**src/rtl/ras_checkpointed_pkg.sv**
```systemverilog
// Shared types for the checkpointed return address stack.
package ras_checkpointed_pkg;

  // Default configuration of the fetch-stage return address stack.
  localparam int RAS_DEPTH   = 16;
  localparam int PC_WIDTH    = 32;
  localparam int FETCH_WIDTH = 2;

  typedef logic [$clog2(RAS_DEPTH)-1:0] ras_index_t;
  typedef logic [PC_WIDTH-1:0]          pc_t;

  // Checkpoint carried down the pipeline with each predicted call/return.
  typedef struct packed {
    ras_index_t ptr;
    pc_t        top;
  } ras_checkpoint_t;

  // Stack operation requested by the active fetch lane.
  typedef enum logic [1:0] {
    RAS_NONE    = 2'd0,
    RAS_PUSH    = 2'd1,
    RAS_POP     = 2'd2,
    RAS_POPPUSH = 2'd3
  } ras_action_e;

  // Map the call/return flags of one lane onto a stack operation.
  function automatic ras_action_e decode_action(input logic is_push, input logic is_pop);
    ras_action_e act;
    case ({is_push, is_pop})
      2'b10:   act = RAS_PUSH;
      2'b01:   act = RAS_POP;
      2'b11:   act = RAS_POPPUSH;
      default: act = RAS_NONE;
    endcase
    return act;
  endfunction

endpackage

```
**src/rtl/ras_checkpointed_storage.sv**
```systemverilog
// Entry array of the return address stack: one asynchronous read port and
// one write port. Entries clear on reset so a fresh stack reads as zero.
module ras_checkpointed_storage #(
  parameter int DEPTH  = 16,
  parameter int DATA_W = 32,
  parameter int IDX_W  = $clog2(DEPTH)
) (
  input  logic              clk,
  input  logic              rst,
  input  logic              we,
  input  logic [IDX_W-1:0]  waddr,
  input  logic [DATA_W-1:0] wdata,
  input  logic [IDX_W-1:0]  raddr,
  output logic [DATA_W-1:0] rdata
);

  logic [DEPTH-1:0][DATA_W-1:0] entry_q;
  logic [DEPTH-1:0][DATA_W-1:0] entry_d;

  // Next contents: only the addressed entry changes on a write.
  always_comb begin
    entry_d = entry_q;
    for (int i = 0; i < DEPTH; i++) begin
      if (we && (waddr == IDX_W'(i))) begin
        entry_d[i] = wdata;
      end
    end
  end

  // Entry registers with synchronous clear.
  always_ff @(posedge clk) begin
    if (rst) begin
      entry_q <= '0;
    end else begin
      entry_q <= entry_d;
    end
  end

  assign rdata = entry_q[raddr];

endmodule

```
**src/rtl/ras_checkpointed.sv**
```systemverilog
// Checkpointed return address stack for the fetch stage. The first valid
// call/return lane in the fetch group drives the stack; a backend recovery
// restores the top pointer and the single top entry in one cycle.
module ras_checkpointed #(
  parameter int FETCH_WIDTH = ras_checkpointed_pkg::FETCH_WIDTH,
  parameter int RAS_DEPTH   = ras_checkpointed_pkg::RAS_DEPTH,
  parameter int PC_WIDTH    = ras_checkpointed_pkg::PC_WIDTH,
  parameter int IDX_W       = $clog2(RAS_DEPTH)
) (
  input  logic                                 clk,
  input  logic                                 rst,
  input  logic [FETCH_WIDTH-1:0]               fetchStageIsValid,
  input  logic [FETCH_WIDTH-1:0]               readIsRASPushBr,
  input  logic [FETCH_WIDTH-1:0]               readIsRASPopBr,
  input  logic [FETCH_WIDTH-1:0][PC_WIDTH-1:0] pushAddr,
  input  logic                                 stall,
  input  logic                                 recoverValid,
  input  logic [IDX_W-1:0]                     recoverPtr,
  input  logic [PC_WIDTH-1:0]                  recoverTop,
  output logic [FETCH_WIDTH-1:0][PC_WIDTH-1:0] rasOut,
  output logic [IDX_W-1:0]                     ckptPtr,
  output logic [PC_WIDTH-1:0]                  ckptTop
);

  import ras_checkpointed_pkg::*;

  logic [IDX_W-1:0]    top_ptr_q;
  logic [IDX_W-1:0]    top_ptr_d;
  logic [IDX_W-1:0]    ptr_inc;
  logic [IDX_W-1:0]    ptr_dec;
  logic [PC_WIDTH-1:0] top_data;

  logic                act_found;
  logic                act_push;
  logic                act_pop;
  logic [PC_WIDTH-1:0] act_addr;
  ras_action_e         action;

  logic                wr_en;
  logic [IDX_W-1:0]    wr_addr;
  logic [PC_WIDTH-1:0] wr_data;

  // Priority encoder: the lowest valid lane flagged as call or return wins,
  // since the fetch group ends at that branch.
  always_comb begin
    act_found = 1'b0;
    act_push  = 1'b0;
    act_pop   = 1'b0;
    act_addr  = '0;
    for (int i = 0; i < FETCH_WIDTH; i++) begin
      if (!act_found && fetchStageIsValid[i] &&
          (readIsRASPushBr[i] || readIsRASPopBr[i])) begin
        act_found = 1'b1;
        act_push  = readIsRASPushBr[i];
        act_pop   = readIsRASPopBr[i];
        act_addr  = pushAddr[i];
      end
    end
  end

  assign action  = decode_action(act_push, act_pop);
  assign ptr_inc = top_ptr_q + IDX_W'(1);
  assign ptr_dec = top_ptr_q - IDX_W'(1);

  // Next-state: recovery beats stall and any fetch action; pointer wraps
  // naturally so overflow overwrites the oldest entry.
  always_comb begin
    top_ptr_d = top_ptr_q;
    wr_en     = 1'b0;
    wr_addr   = top_ptr_q;
    wr_data   = act_addr;
    if (recoverValid) begin
      top_ptr_d = recoverPtr;
      wr_en     = 1'b1;
      wr_addr   = recoverPtr;
      wr_data   = recoverTop;
    end else if (!stall) begin
      case (action)
        RAS_PUSH: begin
          top_ptr_d = ptr_inc;
          wr_en     = 1'b1;
          wr_addr   = ptr_inc;
        end
        RAS_POP: begin
          top_ptr_d = ptr_dec;
        end
        RAS_POPPUSH: begin
          // Return and call in one instruction: replace the top in place.
          wr_en   = 1'b1;
          wr_addr = top_ptr_q;
        end
        default: begin
        end
      endcase
    end
  end

  // Top pointer register.
  always_ff @(posedge clk) begin
    if (rst) begin
      top_ptr_q <= '0;
    end else begin
      top_ptr_q <= top_ptr_d;
    end
  end

  ras_checkpointed_storage #(
    .DEPTH  (RAS_DEPTH),
    .DATA_W (PC_WIDTH),
    .IDX_W  (IDX_W)
  ) u_storage (
    .clk   (clk),
    .rst   (rst),
    .we    (wr_en),
    .waddr (wr_addr),
    .wdata (wr_data),
    .raddr (top_ptr_q),
    .rdata (top_data)
  );

  // Every lane sees the same predicted return target.
  for (genvar gi = 0; gi < FETCH_WIDTH; gi++) begin : g_lane_out
    assign rasOut[gi] = top_data;
  end

  assign ckptPtr = top_ptr_q;
  assign ckptTop = top_data;

endmodule

```
**config.mk**
```make
export PLATFORM = sky130hd
export DESIGN_NAME = ras_checkpointed
export DESIGN_NICKNAME = d
export VERILOG_FILES = /design/src/rtl/ras_checkpointed_pkg.sv /design/src/rtl/ras_checkpointed_storage.sv /design/src/rtl/ras_checkpointed.sv
export SDC_FILE = /design/constraint.sdc
export NUM_CORES = 1
export LEC_CHECK = 0
export ABC_AREA = 1
export BUFFER_PORTS_ARGS = -buffer_cell sky130_fd_sc_hd__clkbuf_2
export CAP_MARGIN = 20
export CELL_PAD_IN_SITES_DETAIL_PLACEMENT = 0
export CELL_PAD_IN_SITES_GLOBAL_PLACEMENT = 2
export CORE_ASPECT_RATIO = 0.8
export CORE_MARGIN = 8
export CORE_UTILIZATION = 35
export DETAILED_ROUTE_END_ITERATION = 12
export PLACE_DENSITY = 0.94
export SLEW_MARGIN = 0
export SYNTH_ARGS = -nofsm -noshare
export SYNTH_HDL_FRONTEND = slang
export SYNTH_SLANG_ARGS = --single-unit
```
**constraint.sdc**
```tcl
create_clock -name clk -period 4 [get_ports clk]
set_input_delay 0.2 -clock clk [delete_from_list [all_inputs] [get_ports clk]]
set_output_delay 0.2 -clock clk [all_outputs]
set_load 0.01 [all_outputs]
```
# ---- Yosys cells after proc, flatten, opt, wreduce, memory -nomap -nowiden
# Cells that the tools add are included.
dict set report op_classes {
  n_reduce_logical 26
  magnitude_cmp 1
  n_addsub 2
  eq_ne 22
  n_mux 20
}
# op count
set op_table {}
lappend op_table {{binary-select mux 32 bit (select 4 bit)} 1}
lappend op_table {{two-way mux 32 bit} 4}
lappend op_table {{== test 4 bit (second input constant)} 8}
lappend op_table {{two-way mux 4 bit} 5}
lappend op_table {{logical AND 1 bit} 19}
lappend op_table {{== test 4 x 3 -> 1 bit (second input constant)} 4}
lappend op_table {{== test 2 bit (second input constant)} 4}
lappend op_table {{== test 4 x 2 -> 1 bit (second input constant)} 2}
lappend op_table {{two-way mux 1 bit} 8}
lappend op_table {{one-hot mux 4 bit (2 select lines)} 1}
lappend op_table {{one-hot mux 2 bit (3 select lines)} 1}
lappend op_table {{< comparator 4 x 5 -> 1 bit (second input constant)} 1}
lappend op_table {{adder 4 x 1 -> 4 bit (second input constant)} 1}
lappend op_table {{== test 2 x 1 -> 1 bit (second input constant)} 2}
lappend op_table {{== test 4 x 1 -> 1 bit (second input constant)} 1}
lappend op_table {{zero test 4 bit} 1}
lappend op_table {{subtractor 4 x 1 -> 4 bit (second input constant)} 1}
lappend op_table {{nonzero test 3 bit} 1}
lappend op_table {{logical OR 1 bit} 2}
lappend op_table {{inequality test 2 x 1 -> 1 bit (second input constant)} 1}
lappend op_table {{AND reduction 2 bit} 1}
lappend op_table {{OR reduction 2 bit} 1}
lappend op_table {{zero test 1 bit} 1}
dict set report totals {
  regBits 516
}

# ---- Depth between registers and ports, before layout
# Gate-level depths: netlist of run 1.
dict set report logic_depth {
  word_depth 15
  mapped_depth 17
  depth_no_buf 15
}

# ---- Modules after synthesis
# A second synthesis of run 1 with hierarchy kept.
dict set report unflattened {
  cells_unflattened 3900
  area_unflattened_um2 25533.2
}
# module seq_area_each_um2 cells_per_inst area_per_inst_um2 instances
set by_module_without_submodules {}
lappend by_module_without_submodules {ras_checkpointed_storage 10249.8 3602 23902.9 1}
lappend by_module_without_submodules {ras_checkpointed 80.1 298 1630.3 1}

# ---- Worst setup path after synthesis of run 1
# Ideal clock, no wire load.
dict set report synth_path {
  path_kind {register to register}
  startpoint {reg top_ptr_q[0] (netlist: ckptPtr[0])}
  endpoint {reg u_storage.entry_q[412] in the netlist's numbering}
  path_slack_ns 1.317
  required_time_ns 3.887
  arrival_ns 2.570
  stages_incl_launch_ff 17
  synth_period_minus_slack_ns 2.683
  cell_sequence {dfxtp_1 > inv_1 > clkbuf_1 > clkbuf_1 > clkbuf_1 > ha_1 > inv_1 > nand4_1 > nand3_2 > nand2_4 > inv_1 > nand2_1 > nor2_2 > buf_2 > nand2_1 > nand2_1 > nor2_1}
}
dict set report synth_between {
  elab_chain_cells 6
}
# element line
set synth_rtl {}
lappend synth_rtl {{start: declaration} ras_checkpointed.sv:27} ;# logic [IDX_W-1:0] top_ptr_q;
lappend synth_rtl {{start signal: assignment} ras_checkpointed.sv:103} ;# top_ptr_q <= top_ptr_d;
lappend synth_rtl {{adder 4 x 1 -> 4 bit} ras_checkpointed.sv:62} ;# assign ptr_inc = top_ptr_q + IDX_W'(1);
lappend synth_rtl {{two-way mux 4 bit} ras_checkpointed.sv:78} ;# case (action)
lappend synth_rtl {{two-way mux 4 bit (*)} ras_checkpointed.sv:77} ;# end else if (!stall) begin
lappend synth_rtl {{two-way mux 4 bit (*)} ras_checkpointed.sv:72} ;# if (recoverValid) begin
lappend synth_rtl {{== test 4 bit (*)} ras_checkpointed_storage.sv:24} ;# if (we && (waddr == IDX_W'(i))) begin
lappend synth_rtl {{logical AND 1 bit (*)} ras_checkpointed_storage.sv:24}
lappend synth_rtl {{end signal: assignment} ras_checkpointed_storage.sv:35} ;# entry_q <= entry_d;
lappend synth_rtl {{end: declaration} ras_checkpointed_storage.sv:17} ;# logic [DEPTH-1:0][DATA_W-1:0] entry_q;
# Every way passes the cells marked *; elsewhere a longest branch is shown, timed or not.
# A chain may end at the register's enable or synchronous reset.

==> impl_metrics.env, run 1 <==
export IMPL_status="finished clean"
export IMPL_tritoncts="done"
export IMPL_asyncSetResetFlopFracSynth=0
export IMPL_drv_slew=0
export IMPL_hold_path_depth=4
export IMPL_synth_cells=4084
export IMPL_n_antenna_cell=0
export IMPL_drt_initial_drc_count=2313
export IMPL_power_ir_vdd_worst_uv=369
export IMPL_tritoncts_num_sinks=516
export IMPL_synthesis_area_per_instance_sq_um=6.31
export IMPL_synth_seq_area_share=0.401
export IMPL_die_h_microns=259
export IMPL_tightest_slew_ns=1.05
export IMPL_net_sw_frac=0.315
export IMPL_design_power_total_uw=13600
export IMPL_drt_pass1_iterations=7
export IMPL_combPwrFrac=0.203
export IMPL_route_detailed_wl_per_inst_microns=18.8
export IMPL_dieWidth_microns=319
export IMPL_detailroute_via_count=25234
export IMPL_p_seq_frac=0.401
export IMPL_maxCapViolations=0
export IMPL_grt_max_degree=168
export IMPL_initial_antenna_violation_count=3
export IMPL_layout_cell_area_non_filler_sq_mm=0.0288
export IMPL_die_area_sq_mm=0.0826
export IMPL_cts_resized=0
export IMPL_ys_types=33
export IMPL_mostFrequentLayoutCell="sky130_fd_sc_hd__nor2_1"
export IMPL_mostFrequentLayoutCells="1217 x sky130_fd_sc_hd__nor2_1, 1042 x sky130_fd_sc_hd__nand2_1, 512 x sky130_fd_sc_hd__dfxtp_1, 278 x sky130_fd_sc_hd__o21ai_0, 209 x sky130_fd_sc_hd__clkbuf_2"
export IMPL_mappedNetlistArea_sq_mm=0.0258
export IMPL_wl_microns=94500
export IMPL_cell_row_count=89
export IMPL_ys_warnings_count=0
export IMPL_timing_final_ws_setup_ns=0.370
export IMPL_seq_area_sq_mm=0.0103
export IMPL_synth_edf_count=0
export IMPL_p_int_uw=9310
export IMPL_ports_placed_on_the_boundary=210
export IMPL_crit_fanout=95
export IMPL_finalSetupViolCount=0
export IMPL_hpwlAfterDp_microns=57600
export IMPL_postSynthRegisterBits=516
export IMPL_start_util=0.351
export IMPL_first_pass_grt_wire_length_microns=144000
export IMPL_floorplan_core_area_sq_mm=0.0733
export IMPL_tritoncts_num_buffers=54
export IMPL_fin_skew_ns=0.0261
export IMPL_cts_path_max_buffers=3
export IMPL_clock_power_share=0.396
export IMPL_gpl_final_weighted_congestion=0.825
export IMPL_antenna_left=0
export IMPL_setup_worst_path_class="reg -> out"
export IMPL_unrepaired_setup_endpoints_after_global_routing="false"
export IMPL_viasPerCell=5.01
export IMPL_grt_pass1_vias=23180
export IMPL_cp_arrival_ns=3.43
export IMPL_cts_reportedPaths_clkPinSlew_ns=0.06
export IMPL_postCtsSetupBuffers=0
export IMPL_placed_area_sq_mm=0.0269
export IMPL_grt_util_all_layers=0.221
export IMPL_nFillCells=7975
export IMPL_drive_above_1_share=0.103
export IMPL_insertion_delay_ns=0.62
export IMPL_port_buffer_count=209
export IMPL_multi_input_combinational_cell_area_sq_mm=0.0131
export IMPL_p_switching_uw=4290
export IMPL_max_clk_rate_mhz=275
export IMPL_final_period_utilization=0.908
export IMPL_worstHoldPathType="in -> reg"
export IMPL_clock_tree_root_cell="sky130_fd_sc_hd__clkbuf_16"
export IMPL_power_density_mw_per_mm2=472
export IMPL_fin_cells=5036
export IMPL_slew_limit_headroom=0.297
export IMPL_syn_nets=4196
export IMPL_fin_crit_ns=3.63
export IMPL_timing_critical_path_from_type="flop"
export IMPL_worst_r2r_cell_count=11
export IMPL_syn2layout_area_growth_pct=11.9
export IMPL_worst_ep_required_time_ns=3.80
export IMPL_cts_max_level=2
export IMPL_tns_ns=0
export IMPL_leakage_uw=0.0126
export IMPL_final_net_count=4149
export IMPL_placed_cell_count=4932
export IMPL_cts_hold_buffers=4
export IMPL_setup_worst_path_end_class="output port"
export IMPL_leading_register_cell_type_out_of_synthesis="sky130_fd_sc_hd__dfxtp_1"
export IMPL_overflow=0
export IMPL_timing_final_hold_violations=0
export IMPL_dp_slack_ns=0.772
export IMPL_drc_errors=0
flip-flops by register name (all words and copies together) (netlist names):
| signal | cells |
|---|---|
| ckptPtr | 4 |
| u_storage.entry_q | 512 |
cells in the mapped netlist, types with 2 or more instances:
library cell	instances	area share
sky130_fd_sc_hd__nor2_1	1223	0.18
sky130_fd_sc_hd__nand2_1	1042	0.15
sky130_fd_sc_hd__dfxtp_1	516	0.40
sky130_fd_sc_hd__o21ai_0	278	0.054
sky130_fd_sc_hd__clkbuf_1	172	0.025
sky130_fd_sc_hd__nand3_1	165	0.032
sky130_fd_sc_hd__inv_1	151	0.022
sky130_fd_sc_hd__a21oi_1	98	0.019
sky130_fd_sc_hd__buf_2	86	0.017
sky130_fd_sc_hd__buf_4	82	0.024
sky130_fd_sc_hd__o221ai_1	62	0.021
sky130_fd_sc_hd__o211ai_1	49	0.014
sky130_fd_sc_hd__buf_1	33	0.0048
sky130_fd_sc_hd__o21a_1	31	0.0090
sky130_fd_sc_hd__o22ai_1	23	0.0056
sky130_fd_sc_hd__nor2_2	15	0.0036
sky130_fd_sc_hd__inv_2	11	0.0016
sky130_fd_sc_hd__nand2_2	9	0.0022
sky130_fd_sc_hd__nor2_4	6	0.0026
sky130_fd_sc_hd__nand4_1	4	0.00097
sky130_fd_sc_hd__a31oi_1	3	0.00073
sky130_fd_sc_hd__clkinv_1	3	0.00044
sky130_fd_sc_hd__nand2_4	3	0.0013
sky130_fd_sc_hd__nand3_2	3	0.0012
sky130_fd_sc_hd__nand3_4	3	0.0020
sky130_fd_sc_hd__xor2_1	3	0.0010
sky130_fd_sc_hd__ha_1	2	0.00097
sky130_fd_sc_hd__nor3_2	2	0.00078
sky130_fd_sc_hd__o21ai_1	2	0.00039
layer usage:
| layer | GRT usage | vias to the layer above | part of all wire |
|---|---|---|---|
| li1 | - | 12663 | - |
| met1 | 0.330 | 11566 | 0.50 |
| met2 | 0.322 | 873 | 0.40 |
| met3 | 0.0408 | 132 | 0.075 |
| met4 | 0.0599 | 0 | 0.025 |
| met5 | 0 | - | 0 |
critical path: stages (launching register included):
cell,delay [ns]
sky130_fd_sc_hd__dfxtp_4,0.48
sky130_fd_sc_hd__inv_8,0.31
sky130_fd_sc_hd__buf_4,0.83
sky130_fd_sc_hd__o21ai_0,0.21
sky130_fd_sc_hd__o22ai_1,0.19
sky130_fd_sc_hd__o221ai_1,0.13
sky130_fd_sc_hd__nand2_1,0.36
sky130_fd_sc_hd__clkbuf_2,0.21
per-stage QoR:
step	hold WS [ns]	util
floorplan	0.380	-
global placement	0.455	0.367
detailed placement	0.465	0.367
CTS	0.0581	0.393
global route	0.109	0.393
finish	0.0852	0.393
final cells by class:
| class | instances | share of cell area |
|---|---|---|
| multi-input combinational | 3029 | 0.454 |
| sequential | 516 | 0.359 |
| timing repair buffer | 271 | 0.0589 |
| clock buffer | 82 | 0.0562 |
| tap | 955 | 0.0415 |
| inverter | 165 | 0.0221 |
| clock inverter | 18 | 0.00899 |
logic make-up after synthesis:
logic type / Yosys count / share of synthesized area
AOI/OAI and AO/OA: 547 / 0.125
adders and majority gates: 2 / 0.000972
xor gates and xnor gates: 4 / 0.00136
DFF: 516 / 0.401
buffers and inverters: 539 / 0.0947
and+or+nand+nor: 2476 / 0.377
path summary, 6_finish.rpt:
| check | from | end | slack [ns] |
|---|---|---|---|
| worst max-delay path | ckptPtr[0] | rasOut[10] | 0.37 |
| worst min register to register | u_storage.entry_q[332] | u_storage.entry_q[332] | 0.47 |
| worst max register to register | ckptPtr[0] | u_storage.entry_q[170] | 0.73 |
| worst min-delay path | recoverTop[24] | u_storage.entry_q[504] | 0.09 |
power groups by stage:
stage	Sequential, uW	Clock (uW)	Combinational, uW
2_1_floorplan	5530	0	1900
4_1_cts	5450	5490	2750
6_report	5450	5390	2760
3_3_place_gp	5560	0	2740
3_5_place_dp	5570	0	2740
5_1_grt	5480	5700	3040
No activity file was read; power rests on OpenSTA's default activity.
==> run 2, diff against run 1 <==
==> constraint.sdc (replaced) <==
create_clock -name clk -period 4 [get_ports clk]
set_input_delay 0.8 -clock clk [delete_from_list [all_inputs] [get_ports clk]]
set_output_delay 0.8 -clock clk [all_outputs]
set_load 0.01 [all_outputs]
==> run 2 against run 1 <==
- clock power is 5.0% lower
- cell area hardly changed
- count of clock-buffer cells in the layout is 5 higher
- power is 1.8% lower
==> impl_metrics.env, run 2 (same netlist as run 1, synthesis figures left out) <==
export IMPL_status="finished clean"
export IMPL_leakage_uw=0.0126
export IMPL_start_util=0.351
export IMPL_die_area_sq_mm=0.0826
export IMPL_reg2reg_start="ckptPtr[1]"
export IMPL_floorplan_core_area_sq_mm=0.0733
export IMPL_tritoncts_num_buffers=55
export IMPL_timing_reg2reg_setup_slack_ns=0.57
export IMPL_grt_max_degree=115
export IMPL_worstHoldPathType="reg -> reg"
export IMPL_dieWidth_microns=319
export IMPL_whs_endpoint="u_storage.entry_q[445]"
export IMPL_grt_pass1_vias=22853
export IMPL_max_clk_rate_mhz=263
export IMPL_finalSetupViolCount=0
export IMPL_route_detailed_wl_per_inst_microns=18.9
export IMPL_design_power_total_uw=13400
export IMPL_combPwrFrac=0.208
export IMPL_first_pass_grt_wire_length_microns=144000
export IMPL_slew_limit_headroom=0.417
export IMPL_cts_resized=0
export IMPL_p_int_uw=9060
export IMPL_p_seq_frac=0.409
export IMPL_wl_microns=95300
export IMPL_net_sw_frac=0.322
export IMPL_fin_skew_ns=0.0244
export IMPL_drive_above_1_share=0.106
export IMPL_clock_tree_root_cell="sky130_fd_sc_hd__clkbuf_16"
export IMPL_cell_at_the_slowest_stage_of_the_critical_path="sky130_fd_sc_hd__buf_4"
export IMPL_setup_worst_path_class="reg -> out"
export IMPL_p_switching_uw=4310
export IMPL_hold_path_depth=2
export IMPL_mostFrequentLayoutCells="1217 x sky130_fd_sc_hd__nor2_1, 1042 x sky130_fd_sc_hd__nand2_1, 512 x sky130_fd_sc_hd__dfxtp_1, 278 x sky130_fd_sc_hd__o21ai_0, 209 x sky130_fd_sc_hd__clkbuf_2"
export IMPL_tightest_slew_ns=0.873
export IMPL_worst_r2r_cell_count=11
export IMPL_critical_path_top_delay_family="buffers and inverters"
export IMPL_overflow=0
export IMPL_maxCapViolations=0
export IMPL_initial_antenna_violation_count=0
export IMPL_ordered_list_of_cells_on_the_worst_path="inv_4 -> buf_4 -> o21ai_0 -> o221ai_1 -> o211ai_1 -> nand2_1 -> clkbuf_2"
export IMPL_cp_arrival_ns=3.01
export IMPL_syn2layout_area_growth_pct=11.9
export IMPL_clock_power_share=0.383
export IMPL_tritoncts_num_sinks=516
export IMPL_timing_critical_path_from_type="flop"
export IMPL_antenna_left=0
export IMPL_timing_final_hold_violations=0
export IMPL_crit_fanout=37
export IMPL_cts_path_max_buffers=3
export IMPL_ports_placed_on_the_boundary=210
export IMPL_viasPerCell=5.04
export IMPL_worst_ep_required_time_ns=3.20
export IMPL_port_buffer_count=209
export IMPL_detailroute_via_count=25447
export IMPL_fin_crit_ns=3.81
export IMPL_timing_critical_path_buf_inv=3
export IMPL_cts_hold_buffers=0
export IMPL_drt_initial_drc_count=2150
export IMPL_unrepaired_setup_endpoints_after_global_routing="false"
export IMPL_tritoncts="done"
export IMPL_setup_worst_path_end_class="output port"
export IMPL_cts_reportedPaths_clkPinSlew_ns=0.06
export IMPL_crit_start="ckptPtr[1]"
export IMPL_max_ffs_per_register=512
export IMPL_cell_row_count=89
export IMPL_final_period_utilization=0.952
export IMPL_final_net_count=4166
export IMPL_power_density_mw_per_mm2=464
export IMPL_die_h_microns=259
export IMPL_holdCritStartpoint="u_storage.entry_q[445]"
export IMPL_insertion_delay_ns=0.64
export IMPL_power_ir_vdd_worst_uv=352
export IMPL_hpwlAfterDp_microns=59800
export IMPL_drc_errors=0
export IMPL_tns_ns=0
export IMPL_drt_pass1_iterations=6
export IMPL_n_antenna_cell=0
export IMPL_critPathMaxStageDelay_ns=0.50
export IMPL_critical_path_reg2reg_endpoint="u_storage.entry_q[171]"
export IMPL_drv_slew=0
export IMPL_mostFrequentLayoutCell="sky130_fd_sc_hd__nor2_1"
export IMPL_largest_register="u_storage.entry_q"
export IMPL_cts_max_level=2
export IMPL_grt_util_all_layers=0.222
export IMPL_gpl_final_weighted_congestion=0.853
export IMPL_postCtsSetupBuffers=0
[run 2: per-stage QoR]
| step | hold slack (ns) | instance area (sq um) | setup slack, ns | cells | util |
|---|---|---|---|---|---|
| 6_report | 0.476 | 28800 | 0.193 | 5049 | 0.393 |
| 5_1_grt | 0.493 | 28800 | 0.00560 | 5049 | 0.393 |
| 4_1_cts | 0.479 | 28800 | 0.151 | 5049 | 0.393 |
| 3_5_place_dp | 0.465 | 27100 | 0.622 | 4952 | 0.369 |
| 3_3_place_gp | 0.456 | 27100 | 0.704 | 4952 | 0.369 |
| 2_1_floorplan | 0.449 | 25800 | 1.08 | 4084 | - |
[run 2: worst max path at each step]
stage	end	depth (start not counted)	slack [ns]
after global routing	rasOut[16]	7	0.006
after CTS	rasOut[42]	7	0.15
after floorplan	rasOut[28]	8	1.08
final	rasOut[16]	7	0.19
after global placement	u_storage.entry_q[161]	11	0.70
after detailed placement	u_storage.entry_q[168]	11	0.62
[run 2: per-layer routing]
layer	global-route usage	wire, microns
met4	0.0538	2020
met2	0.338	39600
met3	0.0326	6270
met1	0.327	47400
met5	0	0
[run 2: worst reg2reg max path: cells and delay by family (launching register included)]
family	cells	cell delay [ns]
XOR/XNOR	1	0.09
adder cells (fa/ha/maj)	1	0.28
buffers and inverters	1	0.59
flip-flops	1	0.60
AND/OR/NAND/NOR	8	1.78
[run 2: layout make-up]
cell class	instances	area, sq um
clock inverters	10	90.1
flip-flops and latches	516	10300
repair buffers	287	1810
clock buffers	87	1670
multi-input cells	3029	13100
well taps	955	1190
inverters	165	637
fillers	7968	44500
[run 2: power by group through the flow]
stage | Clock, uW | Sequential (uW) | Combinational, uW
after floorplan | 0 | 5530 | 1900
after global placement | 0 | 5570 | 2760
after detailed placement | 0 | 5570 | 2760
after CTS | 5230 | 5460 | 2770
after global routing | 5430 | 5480 | 3040
final | 5120 | 5460 | 2780
